$ cat src/rtl/cordic_pkg.sv
// Shared types for the cordic16 sequencer: data width, sequencer state and
// the result record queued between the engine and the output stream.
package cordic_pkg;

    localparam int CW = 16;

    typedef enum logic {
        IDLE = 1'b0,
        BUSY = 1'b1
    } state_e;

    typedef struct packed {
        logic [CW-1:0] x;
        logic [CW-1:0] y;
        logic [CW-1:0] z;
        logic          m;
    } result_t;

    localparam int RW = $bits(result_t);

endpackage

$ cat src/rtl/cordic16_rfifo.sv
// Show-ahead result FIFO: rdata always presents the head entry, pop advances it.
// DEPTH must be a power of two so the pointers wrap by natural overflow.
module cordic16_rfifo #(
    parameter int DEPTH = 4,
    parameter int W     = 49
) (
    input  logic                       clk,
    input  logic                       rst_n,
    input  logic                       push,
    input  logic [W-1:0]               wdata,
    input  logic                       pop,
    output logic [W-1:0]               rdata,
    output logic                       empty,
    output logic                       full,
    output logic [$clog2(DEPTH):0]     count
);

    localparam int AW = $clog2(DEPTH);
    localparam logic [AW-1:0] PTR_ONE = AW'(1);
    localparam logic [AW:0]   CNT_ONE = (AW + 1)'(1);
    localparam logic [AW:0]   CNT_MAX = (AW + 1)'(DEPTH);

    logic [W-1:0]  mem_q [DEPTH];
    logic [W-1:0]  mem_d [DEPTH];
    logic [AW-1:0] wr_q, wr_d;
    logic [AW-1:0] rd_q, rd_d;
    logic [AW:0]   count_q, count_d;
    logic          do_push;
    logic          do_pop;

    assign empty = (count_q == '0);
    assign full  = (count_q == CNT_MAX);
    assign count = count_q;
    assign rdata = empty ? '0 : mem_q[rd_q];

    // A push into a full FIFO is only taken when the head leaves in the same cycle.
    assign do_pop  = pop && !empty;
    assign do_push = push && (!full || do_pop);

    always_comb begin
        mem_d   = mem_q;
        wr_d    = wr_q;
        rd_d    = rd_q;
        count_d = count_q;
        if (do_push) begin
            mem_d[wr_q] = wdata;
            wr_d        = wr_q + PTR_ONE;
        end
        if (do_pop) begin
            rd_d = rd_q + PTR_ONE;
        end
        case ({do_push, do_pop})
            2'b10:   count_d = count_q + CNT_ONE;
            2'b01:   count_d = count_q - CNT_ONE;
            default: count_d = count_q;
        endcase
    end

    always_ff @(posedge clk or negedge rst_n) begin
        if (!rst_n) begin
            mem_q   <= '{default: '0};
            wr_q    <= '0;
            rd_q    <= '0;
            count_q <= '0;
        end else begin
            mem_q   <= mem_d;
            wr_q    <= wr_d;
            rd_q    <= rd_d;
            count_q <= count_d;
        end
    end

endmodule

$ cat src/rtl/cordic16_seq.sv
// Initiator-side sequencer for the serial cordic16 engine: one op in flight,
// loads spaced by at least MIN_GAP cycles, results queued onto an output stream.
module cordic16_seq
    import cordic_pkg::*;
#(
    parameter int RDEPTH  = 4,
    parameter int TIMEOUT = 63,
    parameter int MIN_GAP = 40
) (
    input  logic          clk,
    input  logic          rst_n,
    input  logic          s_valid,
    output logic          s_ready,
    input  logic [CW-1:0] s_x,
    input  logic [CW-1:0] s_y,
    input  logic [CW-1:0] s_z,
    input  logic          s_m,
    output logic [CW-1:0] c_xi,
    output logic [CW-1:0] c_yi,
    output logic [CW-1:0] c_zi,
    output logic          c_mi,
    output logic          c_load,
    input  logic [CW-1:0] c_xo,
    input  logic [CW-1:0] c_yo,
    input  logic [CW-1:0] c_zo,
    input  logic          c_mo,
    input  logic          c_rdy,
    output logic          m_valid,
    input  logic          m_ready,
    output logic [CW-1:0] m_x,
    output logic [CW-1:0] m_y,
    output logic [CW-1:0] m_z,
    output logic          m_m,
    output logic          busy,
    output logic          err_to,
    output logic          err_mode,
    output state_e        dbg_state
);

    localparam int CMAX = (TIMEOUT > MIN_GAP) ? TIMEOUT : MIN_GAP;
    localparam int CNTW = $clog2(CMAX + 1);
    localparam int FCW  = $clog2(RDEPTH) + 1;

    localparam logic [CNTW-1:0] CNT_ONE   = CNTW'(1);
    localparam logic [CNTW-1:0] GAP_SAT   = CNTW'(MIN_GAP);
    localparam logic [CNTW-1:0] GAP_OK_TH = CNTW'(MIN_GAP - 1);
    localparam logic [CNTW-1:0] WAIT_LAST = CNTW'(TIMEOUT - 1);
    localparam logic [FCW-1:0]  FIFO_CAP  = FCW'(RDEPTH);

    state_e          state_q, state_d;
    logic [CNTW-1:0] wait_q, wait_d;
    logic [CNTW-1:0] gap_q, gap_d;
    logic [CW-1:0]   c_xi_q, c_xi_d;
    logic [CW-1:0]   c_yi_q, c_yi_d;
    logic [CW-1:0]   c_zi_q, c_zi_d;
    logic            c_mi_q, c_mi_d;
    logic            c_load_q, c_load_d;
    logic            err_to_q, err_to_d;
    logic            err_mode_q, err_mode_d;

    logic            push;
    logic            pop;
    result_t         wdata;
    result_t         head;
    logic            fifo_empty;
    logic            fifo_full;
    logic [FCW-1:0]  fifo_count;

    // Both streams use valid/ready: a beat transfers on a rising edge where
    // valid and ready are both high; valid-side data is held until that edge.
    // The count check keeps a slot free for the result of the op about to launch.
    assign s_ready = rst_n && (state_q == IDLE) && (gap_q >= GAP_OK_TH)
                     && (fifo_count < FIFO_CAP);

    assign wdata = '{x: c_xo, y: c_yo, z: c_zo, m: c_mo};
    assign pop   = m_valid && m_ready;

    always_comb begin
        state_d    = state_q;
        wait_d     = wait_q;
        gap_d      = (gap_q < GAP_SAT) ? gap_q + CNT_ONE : gap_q;
        c_xi_d     = c_xi_q;
        c_yi_d     = c_yi_q;
        c_zi_d     = c_zi_q;
        c_mi_d     = c_mi_q;
        c_load_d   = 1'b0;
        err_to_d   = err_to_q;
        err_mode_d = err_mode_q;
        push       = 1'b0;
        unique case (state_q)
            IDLE: begin
                if (s_valid && s_ready) begin
                    c_xi_d   = s_x;
                    c_yi_d   = s_y;
                    c_zi_d   = s_z;
                    c_mi_d   = s_m;
                    c_load_d = 1'b1;
                    wait_d   = '0;
                    gap_d    = '0;
                    state_d  = BUSY;
                end
            end
            BUSY: begin
                wait_d = wait_q + CNT_ONE;
                // A result arriving on the last allowed cycle still wins over the timeout.
                if (c_rdy) begin
                    push    = 1'b1;
                    state_d = IDLE;
                    if (c_mo != c_mi_q) begin
                        err_mode_d = 1'b1;
                    end
                end else if (wait_q == WAIT_LAST) begin
                    err_to_d = 1'b1;
                    state_d  = IDLE;
                end
            end
            default: state_d = IDLE;
        endcase
    end

    always_ff @(posedge clk or negedge rst_n) begin
        if (!rst_n) begin
            state_q    <= IDLE;
            wait_q     <= '0;
            gap_q      <= GAP_SAT;
            c_xi_q     <= '0;
            c_yi_q     <= '0;
            c_zi_q     <= '0;
            c_mi_q     <= 1'b0;
            c_load_q   <= 1'b0;
            err_to_q   <= 1'b0;
            err_mode_q <= 1'b0;
        end else begin
            state_q    <= state_d;
            wait_q     <= wait_d;
            gap_q      <= gap_d;
            c_xi_q     <= c_xi_d;
            c_yi_q     <= c_yi_d;
            c_zi_q     <= c_zi_d;
            c_mi_q     <= c_mi_d;
            c_load_q   <= c_load_d;
            err_to_q   <= err_to_d;
            err_mode_q <= err_mode_d;
        end
    end

    cordic16_rfifo #(
        .DEPTH (RDEPTH),
        .W     (RW)
    ) u_rfifo (
        .clk   (clk),
        .rst_n (rst_n),
        .push  (push),
        .wdata (wdata),
        .pop   (pop),
        .rdata (head),
        .empty (fifo_empty),
        .full  (fifo_full),
        .count (fifo_count)
    );

    assign c_xi      = c_xi_q;
    assign c_yi      = c_yi_q;
    assign c_zi      = c_zi_q;
    assign c_mi      = c_mi_q;
    assign c_load    = c_load_q;
    assign m_valid   = !fifo_empty;
    assign m_x       = head.x;
    assign m_y       = head.y;
    assign m_z       = head.z;
    assign m_m       = head.m;
    assign busy      = (state_q == BUSY);
    assign err_to    = err_to_q;
    assign err_mode  = err_mode_q;
    assign dbg_state = state_q;

    // fifo_full is implied by the count check in s_ready; kept for bind-in checkers.
    logic unused_full;
    assign unused_full = fifo_full;

endmodule

$ cat config.mk
export PLATFORM = sky130hd
export DESIGN_NAME = cordic16_seq
export DESIGN_NICKNAME = d
export VERILOG_FILES = /design/src/rtl/cordic_pkg.sv /design/src/rtl/cordic16_rfifo.sv /design/src/rtl/cordic16_seq.sv
export SDC_FILE = /design/constraint.sdc
export NUM_CORES = 1
export LEC_CHECK = 0
export ABC_AREA = 1
export CORE_AREA = 2 2 156 158
export DETAILED_ROUTE_END_ITERATION = 8
export DIE_AREA = 0 0 158 160
export PLACE_DENSITY = 0.85
export SLEW_MARGIN = 20
export SYNTH_ARGS = -nofsm -noshare
export SYNTH_HDL_FRONTEND = slang
export SYNTH_SLANG_ARGS = --single-unit
$ cat constraint.sdc
create_clock -name clk -period 3 [get_ports clk]
set_clock_uncertainty 0.05 [all_clocks]
set_input_delay 0.6 -clock clk [delete_from_list [all_inputs] [get_ports clk]]
set_output_delay 0.6 -clock clk [all_outputs]
set_load 0.05 [all_outputs]
### Yosys cells after proc, flatten, opt, wreduce, memory -nomap -nowiden

Index checks and enable logic that the tools add are counted.

| storage, ports and cells | value |
|---|---|
| word-level logic and storage cells | 75 |
| bits in writable memories | 0 |
| bits in latches | 0 |
| memories | 0 |
| register bits after elaboration | 268 |
| output and inout bits | 105 |
| bits in read-only memories | 0 |

| operators by class | value |
|---|---|
| reductions and logical operators | 16 |
| bitwise operators | 4 |
| $add $sub $neg | 6 |
| divide/modulo/power cells | 0 |
| shifts and indexed selects | 0 |
| equality and inequality tests | 6 |
| mux-type cells | 20 |
| $lt $le $gt $ge | 6 |
| multiply operators | 0 |

Operators with widths:

| kind | number |
|---|---|
| $bwmux 196 | 1 |
| $mux 49 | 4 |
| $bmux 49 s2 | 1 |
| $demux 49 s2 | 1 |
| $mux 6 | 4 |
| $add 6x1->6 const B | 2 |
| $pmux 6 s2 | 1 |
| $logic_and 1x1->1 | 8 |
| $eq 6x6->1 const B | 1 |
| $ge 3x3->1 const B | 2 |
| $ge 6x6->1 const B | 1 |
| $lt 6x6->1 const B | 1 |
| $mux 1 | 6 |
| $not 2->3 | 2 |
| $pmux 3 s2 | 1 |
| $reduce_and 3->1 | 2 |
| $add 2x1->2 const B | 2 |
| $add 3x1->3 const B | 1 |
| $eq 3x3->1 const B | 1 |
| $logic_not 3->1 | 1 |
| $lt 3x1->1 const B | 1 |
| $lt 3x3->1 const B | 1 |
| $sub 3x1->3 const B | 1 |
| $eq 2x1->1 const B | 1 |
| other kinds (9) | 11 |

### Logic depth before layout (Yosys ltp)

| logic depth | value |
|---|---|
| depth in word-level cells | 8 |
| gate-level depth with buffers | 12 |
| mapped depth without buffers | 10 |

### By module

Synthesis repeated with hierarchy kept, for this count alone.

| second synthesis, totals | value |
|---|---|
| cells, all modules | 1,670 |
| area total of the unflattened synthesis | 13,080.0 sq um |

By module, submodules not included:

| module | cells each | area each (sq um) | seq. area each (sq um) | times used |
|---|---|---|---|---|
| cordic16_rfifo | 1,352 | 10,317.4 | 5,079.9 | 1 |
| cordic16_seq | 318 | 2,762.6 | 1,629.1 | 1 |

### Worst setup path before layout

OpenSTA, ideal clock, no wires.

| timing | value |
|---|---|
| kind | reg2out |
| start point | register u_rfifo.count_q[0] (netlist: u_rfifo.count[0]) |
| end point | output port m_x[10] |
| path slack | 0.291 ns |
| arrival | 2.059 ns |
| cell stages (with the launch flop) | 7 |
| cell sequence | dfrtp_1 > nor2_1 > nand2_1 > inv_1 > buf_2 > buf_2 > a21oi_1 |

| between the ends | value |
|---|---|
| longest elaborated chain between the ends | 2 |

Ends and longest elaborated chain:

| what | line | text |
|---|---|---|
| start, declared | cordic16_rfifo.sv:27 | `logic [AW:0] count_q, count_d;` |
| start signal, assigned | cordic16_rfifo.sv:69 | `count_q <= count_d;` |
| $logic_not 3->1 | cordic16_rfifo.sv:31 | `assign empty = (count_q == '0);` |
| $mux 49 | cordic16_rfifo.sv:34 | `assign rdata = empty ? '0 : mem_q[rd_q];` |
| end, declared | cordic16_seq.sv:30 | `output logic [CW-1:0] m_x,` |

Every way passes these cells.

### Worst setup path after layout

| timing | value |
|---|---|
| start point | register u_rfifo.rd_q[0] |
| end point | output port m_z[15] |

| between the ends | value |
|---|---|
| longest elaborated chain between the ends | 5 |

Ends and longest elaborated chain:

| what | line | text |
|---|---|---|
| start, declared | cordic16_rfifo.sv:26 | `logic [AW-1:0] rd_q, rd_d;` |
| start signal, assigned | cordic16_rfifo.sv:68 | `rd_q <= rd_d;` |
| $not 2->3 (implied by the code) | cordic16_rfifo.sv:34 |  |
| $bmux 49 s2 | cordic16_rfifo.sv:34 |  |
| $mux 49 (implied by the code) (2 in a row) | cordic16_rfifo.sv:34 |  |
| $mux 49 | cordic16_rfifo.sv:34 |  |
| end, declared | cordic16_seq.sv:32 | `output logic [CW-1:0] m_z,` |

Every way passes these cells. The select of a mux whose other input is x is not followed.

==> metrics.cfg <==
[drt]
drt_iter0_markers = 851
drc = 0
wl_per_cell_um = 16.5
via_per_inst = 5.43
vias = 10810
drt-pass1-iter-count = 5
routed_wirelength_um = 32900
postRouteAntennaNets = 0

[clock_tree]
cts.clk_slew.worst_paths_ns = 0.06
insertion_delay_ns = 0.54
cts_max_level = 1
root_buffer = clkbuf_16
clockBufferDepth = 3
cts_buffers = 28
cts.sinks = 268
cts_tree = built

[power_and_ir_drop]
p_leak_nw = 7.93
power_frac_seq_pct = 26.0
comb_power_share_pct = 57.5
clkPwrFrac_pct = 16.4
powerDensity_nw_per_um2 = 1310
p_int_w = 0.0114
total_switching_power_w = 0.00950
ir_worst_vdd_v = 0.000991
p_sw_share_pct = 45.3

[synthesis]
synthCells = 1485
synth.distinct_cells = 36
synthTopCellsByArea = dfrtp_1 (54%), nand2_1 (14%), o21ai_0 (10%), a21oi_1 (6.1%), inv_1 (4.0%)
synth_async_sr_flop_share_pct = 100
synth-seq-cells = 268
synth_area_um2 = 12300
synth_flop_cell = dfrtp_1
synth_top_area_share_pct = 53.9
yosysTopAreaCell = dfrtp_1
synth_edf_count = 0
syn_nets = 1598
synth_seq_area_share_pct = 54.3
syn_avg_cell_area_um2 = 8.31
yosys_warnings = 0

[global_routing]
grt_max_degree = 196
antenna_found_initial = 1
grt-ovfl-total = 0
first_global_vias = 10948
grt_first_pass_wirelength_um = 54800
grt_usage_pct = 26.7

[timing]
hold_viol = 2
worstMarginPinSlew_ns = 0.919
setup_viol = 0
fin_hold_ws_ns = -0.00724
slew_headroom_pct = 38.8
min_period_ns = 2.87
fmax_ghz = 0.349
post-route-period-util_pct = 95.6
rsz0062_at_grt = false
tns_ns = 0
slew_violations = 0

[die]
die_w_um = 158
start_util_pct = 51.8
fp.dieArea_um2 = 25300
core_area_um2 = 23800
rows = 57
fp.dieH_um = 160
ios = 208

[cells_and_area]
diodes = 0
final_cells = 1991
fillers = 1802
fin_nets = 1759
layout-drive-gt1-share_pct = 8.58
synthToLayoutAreaGrowth_pct = 29.0

[setup_path]
cp_max_fo = 52
startpoint_type = flop
cp.arrival_ns = 2.22
crit_required_ns = 2.35
critical_path_class = flop to output pin
critPathCaptureType = output pin

[placed_design]
dp_cells = 1938
routabilityCongestion = 0.785
io_buffers = 207
hpwl_um = 19800

[run_status]
status = complete, but fails checks
violations = hold timing

[hold_path]
hp-class = input pin to async pin

[run]
cap_violations = 0

==> path summary, 6_finish.rpt <==
path	start	to	slack (ns)	cells past startpoint
max	u_rfifo.rd_q[0]	m_z[15]	0.13	5
min	rst_n	u_rfifo.mem_q[13]	-0.007	2
max reg2reg	busy	c_zi[13]	0.87	7
min reg2reg	c_yi[15]	c_yi[15]	0.43	2
max in group asynchronous	rst_n	u_rfifo.mem_q[182]	1.90	3
min in group clk	c_yi[15]	c_yi[15]	0.43	2
==> cells in the final DEF (no fill, tap or decap), drive strengths merged <==
cell type	instances
xnor2	2
ha	9
xor2	3
a21oi	150
nor2	16
clkdlybuf4s50	156
dfrtp	266
nor3	1
nand2	474
nand4	3
clkinv	5
o21ai	299
nand3	12
bufinv	1
clkbuf	46
buf	76
fa	1
clkinvlp	1
nand3b	1
dfstp	2
o21bai	3
inv	135
and2	1
or2	3
a21o	1
==> metal layers <==
metal | up-vias | GRT usage (%) | part of all wire [%]
met5 | - | 0 | 0
met4 | 0 | 9.13 | 2.8
met3 | 80 | 6.43 | 10
met2 | 576 | 43.1 | 48
met1 | 5086 | 35.4 | 39
li1 | 5068 | - | -
==> cells in the mapped netlist (2+ instances only) <==
library cell	instances
clkbuf_1	39
nor2_8	2
nand2_1	470
nor2_2	2
or2_2	3
nor2_1	10
buf_4	7
nand2_2	3
nand4_1	3
nand3_1	11
buf_2	30
nor2_4	2
o21ai_0	256
a21oi_1	150
inv_1	132
o21ai_1	42
dfrtp_1	266
xor2_1	3
inv_2	3
clkbuf_2	2
ha_1	9
o21bai_1	3
buf_6	22
dfstp_2	2
xnor2_1	2
==> through the flow <==
stage / total power (W) / worst slack [ns] / utilization (%) / hold WS (ns) / area, um2
final: 0.0209 / 0.132 / 66.9 / -0.00724 / 15900
after global routing: 0.0220 / 0.0305 / 66.9 / 0.0408 / 15900
after CTS: 0.0210 / 0.167 / 66.8 / 0.275 / 15900
after detailed placement: 0.0174 / 0.407 / 62.8 / 0.414 / 15000
after global placement: 0.0172 / 0.486 / 62.8 / 0.411 / 15000
after floorplan: 0.0123 / 0.291 / - / 0.254 / 12300
==> critical path: stages (launching register included) <==
cell     delay [ns]
dfrtp_2        0.42
buf_4          0.30
a21oi_1        0.27
o21ai_0        0.17
a21oi_1        0.33
buf_12         0.18
==> area by class of cell <==
cell class,count,area [um2],area share (%)
clock buffers,46,870,5.46
clock inverters,5,53.8,0.338
inverters,137,522,3.27
multi-input cells,979,4510,28.3
flip-flops and latches,268,6710,42.1
well taps,324,405,2.54
repair buffers,232,2860,18.0
==> logic make-up after synthesis <==
group / Yosys count / synth area share (%)
and+or+nand+nor: 511 / 16.6
AOI/OAI and AO/OA: 453 / 18.5
DFF: 268 / 54.3
buffers and inverters: 238 / 9.14
adders and majority gates: 10 / 1.07
xor gates and xnor gates: 5 / 0.355
==> sequential cells by signal, indices dropped and copies added (netlist names) <==
register       flops
busy               1
c_load             1
c_mi               1
c_xi              16
c_yi              16
c_zi              16
err_mode           1
err_to             1
gap_q              6
u_rfifo.count      3
u_rfifo.mem_q    196
u_rfifo.rd_q       2
u_rfifo.wr_q       2
wait_q             6
==> power groups by stage <==
| stage | Clock [W] | Combinational (W) | Sequential [W] |
|---|---|---|---|
| after global placement | 0 | 0.0117 | 0.00543 |
| after CTS | 0.00349 | 0.0121 | 0.00544 |
| after global routing | 0.00363 | 0.0128 | 0.00559 |
| after detailed placement | 0 | 0.0119 | 0.00547 |
| after floorplan | 0 | 0.00577 | 0.00650 |
| final | 0.00344 | 0.0121 | 0.00545 |
==> repair_timing <==
item,in CTS,in global routing
setup endpoints to repair,1,0
hold buffers,0,0
gates resized for setup,1,0
buffers inserted,1,0
Power figures use the tool's default switching activity.
